## src/rtl/decode_issue_queue.sv

```systemverilog
// Decode-to-issue FWFT queue: almost-full stall, flush, sticky overflow.
// Define DECODE_QUEUE_STATS_EN to add saturating push/stall/drop counters.
module decode_issue_queue #(
  parameter int depth                   = 8,
  parameter int stallThreshold          = 6,
  parameter int addressWidth            = 64,
  parameter int opcodeSize              = 12,
  parameter int funcUnitCodeSize        = 3,
  parameter int instructionCounterWidth = 64,
  parameter int instMinIdWidth          = 7,
  parameter int PidSize                 = 20,
  parameter int TidSize                 = 16,
  parameter int regSize                 = 5,
  parameter int immWidth                = 64
) (
  input  logic                               clock_i,
  input  logic                               reset_i,
  input  logic                               flush_i,
  input  logic                               enable_i,
  input  logic [opcodeSize-1:0]              opcode_i,
  input  logic [addressWidth-1:0]            address_i,
  input  logic [funcUnitCodeSize-1:0]        funcUnitType_i,
  input  logic [instructionCounterWidth-1:0] majID_i,
  input  logic [instMinIdWidth-1:0]          minID_i,
  input  logic                               is64Bit_i,
  input  logic [PidSize-1:0]                 pid_i,
  input  logic [TidSize-1:0]                 tid_i,
  input  logic [regSize-1:0]                 op1_i,
  input  logic [regSize-1:0]                 op2_i,
  input  logic [regSize-1:0]                 op3_i,
  input  logic [regSize-1:0]                 op4_i,
  input  logic [immWidth-1:0]                imm_i,
  output logic                               stall_o,
  output logic                               overflow_o,
  output logic                               valid_o,
  input  logic                               ready_i,
  output logic [opcodeSize-1:0]              opcode_o,
  output logic [addressWidth-1:0]            address_o,
  output logic [funcUnitCodeSize-1:0]        funcUnitType_o,
  output logic [instructionCounterWidth-1:0] majID_o,
  output logic [instMinIdWidth-1:0]          minID_o,
  output logic                               is64Bit_o,
  output logic [PidSize-1:0]                 pid_o,
  output logic [TidSize-1:0]                 tid_o,
  output logic [regSize-1:0]                 op1_o,
  output logic [regSize-1:0]                 op2_o,
  output logic [regSize-1:0]                 op3_o,
  output logic [regSize-1:0]                 op4_o,
  output logic [immWidth-1:0]                imm_o,
  output logic [$clog2(depth):0]             count_o
`ifdef DECODE_QUEUE_STATS_EN
  ,
  output logic [31:0]                        pushCount_o,
  output logic [31:0]                        stallCycles_o,
  output logic [15:0]                        dropCount_o
`endif
);

  localparam int PTR_W   = $clog2(depth);
  localparam int CNT_W   = PTR_W + 1;
  localparam int ENTRY_W = opcodeSize + addressWidth + funcUnitCodeSize +
                           instructionCounterWidth + instMinIdWidth + 1 +
                           PidSize + TidSize + 4 * regSize + immWidth;

  typedef logic [ENTRY_W-1:0] entry_t;

  entry_t             mem_q [depth];
  entry_t             wr_entry;
  logic [PTR_W-1:0]   rd_ptr_q, rd_ptr_d, wr_ptr_q, wr_ptr_d;
  logic [CNT_W-1:0]   count_q, count_d;
  logic               overflow_q, overflow_d;
  logic               full, push, pop, drop;

  assign wr_entry = {opcode_i, address_i, funcUnitType_i, majID_i, minID_i, is64Bit_i,
                     pid_i, tid_i, op1_i, op2_i, op3_i, op4_i, imm_i};

  assign valid_o = (count_q != '0);
  assign full    = (count_q == CNT_W'(depth));
  assign pop     = valid_o & ready_i & ~flush_i;
  // A pop frees the slot at full, so push and pop may both happen there.
  assign push    = enable_i & ~flush_i & (~full | pop);
  assign drop    = enable_i & ~flush_i & full & ~pop;

  // NOTE: every always_comb output takes its default first so no path can infer a latch.
  always_comb begin
    rd_ptr_d   = rd_ptr_q;
    wr_ptr_d   = wr_ptr_q;
    count_d    = count_q;
    overflow_d = overflow_q | drop;
    if (flush_i) begin
      rd_ptr_d = '0;
      wr_ptr_d = '0;
      count_d  = '0;
    end else begin
      if (push) wr_ptr_d = wr_ptr_q + 1'b1;
      if (pop)  rd_ptr_d = rd_ptr_q + 1'b1;
      count_d = count_q + CNT_W'(push) - CNT_W'(pop);
    end
  end

  // NOTE: sequential state uses non-blocking assignments so every flop samples pre-edge values.
  always_ff @(posedge clock_i or posedge reset_i) begin
    if (reset_i) begin
      rd_ptr_q   <= '0;
      wr_ptr_q   <= '0;
      count_q    <= '0;
      overflow_q <= 1'b0;
    end else begin
      rd_ptr_q   <= rd_ptr_d;
      wr_ptr_q   <= wr_ptr_d;
      count_q    <= count_d;
      overflow_q <= overflow_d;
    end
  end

  // NOTE: the entry array has no reset; occupancy alone decides what is valid.
  always_ff @(posedge clock_i) begin
    if (push) mem_q[wr_ptr_q] <= wr_entry;
  end

  assign {opcode_o, address_o, funcUnitType_o, majID_o, minID_o, is64Bit_o,
          pid_o, tid_o, op1_o, op2_o, op3_o, op4_o, imm_o} = mem_q[rd_ptr_q];

  assign count_o    = count_q;
  assign overflow_o = overflow_q;
  assign stall_o    = (count_q >= CNT_W'(stallThreshold));

`ifdef DECODE_QUEUE_STATS_EN
  logic [31:0] push_count_q, push_count_d;
  logic [31:0] stall_cycles_q, stall_cycles_d;
  logic [15:0] drop_count_q, drop_count_d;

  // Statistics survive flush; only reset clears them. All saturate.
  always_comb begin
    push_count_d   = push_count_q;
    stall_cycles_d = stall_cycles_q;
    drop_count_d   = drop_count_q;
    if (push && push_count_q != '1)      push_count_d   = push_count_q + 1'b1;
    if (stall_o && stall_cycles_q != '1) stall_cycles_d = stall_cycles_q + 1'b1;
    if (drop && drop_count_q != '1)      drop_count_d   = drop_count_q + 1'b1;
  end

  always_ff @(posedge clock_i or posedge reset_i) begin
    if (reset_i) begin
      push_count_q   <= '0;
      stall_cycles_q <= '0;
      drop_count_q   <= '0;
    end else begin
      push_count_q   <= push_count_d;
      stall_cycles_q <= stall_cycles_d;
      drop_count_q   <= drop_count_d;
    end
  end

  assign pushCount_o   = push_count_q;
  assign stallCycles_o = stall_cycles_q;
  assign dropCount_o   = drop_count_q;
`endif

endmodule

```

## config.mk

```make
export PLATFORM = sky130hd
export DESIGN_NAME = decode_issue_queue
export DESIGN_NICKNAME = d
export VERILOG_FILES = /design/src/rtl/decode_issue_queue.sv
export SDC_FILE = /design/constraint.sdc
export NUM_CORES = 2
export LEC_CHECK = 0
export CAP_MARGIN = 25
export CELL_PAD_IN_SITES_DETAIL_PLACEMENT = 1
export CELL_PAD_IN_SITES_GLOBAL_PLACEMENT = 1
export CORE_MARGIN = 4
export CORE_UTILIZATION = 25
export DETAILED_ROUTE_END_ITERATION = 16
export MAX_ROUTING_LAYER = met4
export PLACE_DENSITY = 0.49
export SYNTH_ARGS = -nofsm -noshare
export SYNTH_HDL_FRONTEND = slang
export SYNTH_SLANG_ARGS = --single-unit
```

## constraint.sdc

```tcl
create_clock -name clock_i -period 33.5 [get_ports clock_i]
set_input_delay 5.025 -clock clock_i [delete_from_list [all_inputs] [get_ports clock_i]]
set_output_delay 5.025 -clock clock_i [all_outputs]
set_load 0.1 [all_outputs]
```

==> summary.md <==
| Metric | Value |
|---|---|
| Hold-fix buffers, CTS | 0 |
| Pint | 5400 uW |
| Peak VDD IR | 0.0495 mV |
| Most used cell, CP | buf_4 |
| Clk pwr share | 32.8% |
| Vias per cell | 4.26 |
| Routed WL | 207000 um |
| Clk_skew | 0.0530 ns |
| Antenna violations before repair | 58 |
| Tcrit/Tclk final | 35.3% |
| Worst hold stages | 1 |
| Hold_sp | overflow_o |
| Worst Path Buf+Inv | 6 |
| Largest family of logic cells by synthesized area | multiplexers |
| Slowest Stage Delay on Critical Path | 0.98 ns |
| Total grt overflow | 0 |
| RD Place Congestion | 0.699 |
| Pleak | 0.0309 uW |
| Asr flop ratio synth | 0.505% |
| Ys Warns | 0 |
| Worst endpoint data arrival time | 6.80 ns |
| Synthesis-to-layout area growth | 25.1% |
| DIE HEIGHT | 580 um |
| Worst skew pair latency | 0.88 ns |
| Number of synthesized flops with an enable pin | 2168 |
| Fin crit period | 11.82 ns |
| IO Count | 554 |
| GRT Total Usage | 12.4% |
| Die width | 580 um |
| Post-synthesis compound-gate area fraction | 0.0886% |
| Initial Utilization | 25.2% |
| Reg2reg setup slack | 28.33 ns |
| Clock buffer depth | 4 |
| XOR/XNOR Fraction of Synth Area | 0.0107% |
| Clk pin slew, worst setup/hold paths | 0.06 ns |
| Worst setup margin | 21.68 ns |
| Seq/Total Area, Yosys | 79.8% |
| Simple logic cell fraction of the synthesized area | 0.264% |
| Synthesized area per cell | 25.5 um^2 |
| Place WS | 22.12 ns |
| Finish-stage setup viols | 0 |
| ANT nets after route | 0 |
| Part of the power in registers | 39.3% |
| Top cell type's share of synthesized area | 79.5% |
| Worst R2R Start | count_o[2] |
| Adder-cell area share of the yosys netlist | 0.147% |
| Count leader, synth | edfxtp_1 |
| Mux contribution to synthesized area | 18.7% |
| Synth Register Bits | 2179 |
| Port bufs | 553 |
| DR iter-0 viols | 2338 |
| Setup fix buffers added after clock tree synthesis | 0 |
| Terminus of the critical flop-to-flop path | mem_q[2][138] |
| Critical path's top delay family | buffers and inverters |
| Vias in the first global route | 41000 |
| Top FF cell, synth | edfxtp_1 |
| Crit Path Max Fanout | 73 |
| Cells along the critical path | buf_12 > buf_4 > buf_4 > buf_16 > buf_4 > mux4_2 > mux2_2 > clkdlybuf4s50_1 |
| Synth area leaders | edfxtp_1 79%, mux4_2 15%, mux2_2 3.8%, dfrtp_1 0.34%, clkbuf_1 0.30% |
| Area of the core | 325000 um^2 |
| Clock tree sinks | 2179 |
| CP endpoint kind | output pin |
| Outcome | complete, no violations |
| Slowest-stage cell, CP | clkdlybuf4s50_1 |
| F_max | 84.6 MHz |
| Min-delay worst type | reg2reg |
| Post-Synthesis Cells | 3218 |
| First-pass GRT wire length | 301000 um |
| TritonCTS clock tree | done |
| Die area | 337000 um^2 |
| CTS HTree Levels | 4 |
| Area leader, netlist | edfxtp_1 |
| Slew @ Worst Pin | 1.15 ns |
| Worst Hold Endpoint | overflow_o |
| Slew margin rel. | 23.4% |
| Row cnt | 209 |
| Logic gate share of total power | 27.9% |
| Required time of the critical path | 28.47 ns |
| Unrepaired setup endpoints after global routing | false |
| Yosys cell types | 30 |
| Number of max-cap violations | 0 |
| WS Path Type | reg2out |
| Sw Ratio | 32.0% |
| # resized after CTS | 0 |
| WL/cell | 24.2 um |
| Synthesized area | 81900 um^2 |
| Setup TNS | 0 ns |
| Psw | 2540 uW |
| Power per cell area | 77.4 nW/um^2 |
| Num CTS Buffers | 243 |
| Worst reg2reg path depth | 9 |
| Vias | 36500 |
| Fin. max-slew vios | 0 |
| DP HPWL | 117000 um |
| Setup crit start kind | flop |
| Largest net degree at the start of global routing | 114 |
| DRC | 0 |
| Final Hold Viols | 0 |
| Drt pass-1 iters | 5 |
| Layout cell share with drive strength beyond 1 | 31.2% |
| Nets | 4285 |
| Most instantiated cells after synthesis | 2168 x edfxtp_1, 542 x mux4_2, 275 x mux2_2 |
| CTS root buf | clkbuf_16 |
| Syn_nets | 3503 |
[worst max-delay path by stage]
stage	depth (start not counted)	to	startpoint
2_1_floorplan	4	mem_q[0][0]	flush_i
6_report	8	majID_o[60]	rd_ptr_q[0]
5_1_grt	8	majID_o[56]	rd_ptr_q[0]
4_1_cts	7	majID_o[56]	rd_ptr_q[0]
3_5_place_dp	7	majID_o[56]	rd_ptr_q[0]
3_3_place_gp	7	funcUnitType_o[2]	rd_ptr_q[0]
[flip-flops by register name, indices dropped and copies added (netlist names)]
register    flops
mem_q        2168
count_o         4
rd_ptr_q        3
wr_ptr_q        3
overflow_o      1
[metal layers]
| metal | up-vias | track usage (%) | wire, um |
|---|---|---|---|
| met5 | - | - | 0 |
| met4 | 0 | 2.91 | 4410 |
| met3 | 291 | 3.35 | 12300 |
| met2 | 760 | 20.0 | 100000 |
| met1 | 19900 | 15.7 | 90000 |
| li1 | 15500 | - | - |
[cell usage in the layout (no fill, tap or decap), types with 3 or more instances in the layout]
| cell type | count |
|---|---|
| mux2_2 | 275 |
| buf_16 | 65 |
| clkdlybuf4s50_1 | 548 |
| clkinv_2 | 45 |
| clkinv_1 | 58 |
| nand2_1 | 4 |
| clkinvlp_4 | 8 |
| diode_2 | 42 |
| clkbuf_16 | 244 |
| bufinv_16 | 23 |
| mux4_2 | 542 |
| nand3_1 | 3 |
| dfrtp_4 | 3 |
| ha_1 | 8 |
| inv_1 | 6 |
| a21oi_1 | 5 |
| nor2b_1 | 7 |
| edfxtp_1 | 2168 |
| buf_12 | 12 |
| clkinv_16 | 4 |
| nor3b_1 | 3 |
| dfrtp_1 | 8 |
| nor3_2 | 4 |
| inv_6 | 6 |
| buf_4 | 66 |
| nand2b_1 | 3 |
| o21ai_0 | 3 |
| nor2_1 | 6 |
| clkbuf_1 | 55 |
[worst register-to-register path, delay by kind of cell, from the launching register on]
kind	cells	cell delay [ns]
compound gates	1	0.40
fa+ha+maj	1	0.25
buf+inv	5	3.18
flops	1	0.38
simple gates	2	0.56
[kinds of logic (layout without fill, tap and decap cells)]
group	count (synthesis)	in the layout
DFF	2179	2179
buffers and inverters	160	1147
and+or+nand+nor	39	39
muxes	818	818
other	0	42
xor gates and xnor gates	1	1
adders and majority gates	9	9
AOI/OAI and AO/OA	12	12
[power groups by stage]
| stage | Sequential [uW] | Combinational, uW | Clock [uW] |
|---|---|---|---|
| finish | 3120 | 2210 | 2600 |
| global route | 3130 | 2320 | 2820 |
| CTS | 3120 | 2260 | 2700 |
| detailed placement | 3180 | 2250 | 0 |
| global placement | 3180 | 2090 | 0 |
| floorplan | 3250 | 1550 | 0 |
[through the flow]
step                total power (uW)  util, %  hold WS, ns  instances  area, um^2
floorplan                       4790        -        0.589       3218       81900
global placement                5260     28.5        0.480       8014       92800
detailed placement              5430     29.1        0.467       8076       94500
CTS                             8080     31.4        0.480       8526      102000
global route                    8270     31.5        0.496       8569      102000
finish                          7940     31.5        0.472       8572      102000
[layout make-up]
type                            count  area (um^2)
Inverter                            6         22.5
Multi-Input combinational cell    879        15800
Timing Repair Buffer              691         8010
Antenna cell                       42          105
Clock inverter                    149         1440
Fill cell                       32200       223000
Tap cell                         4325         5410
Clock buffer                      301         6340
Sequential cell                  2179        65400
(Power assumes the default switching activity.)
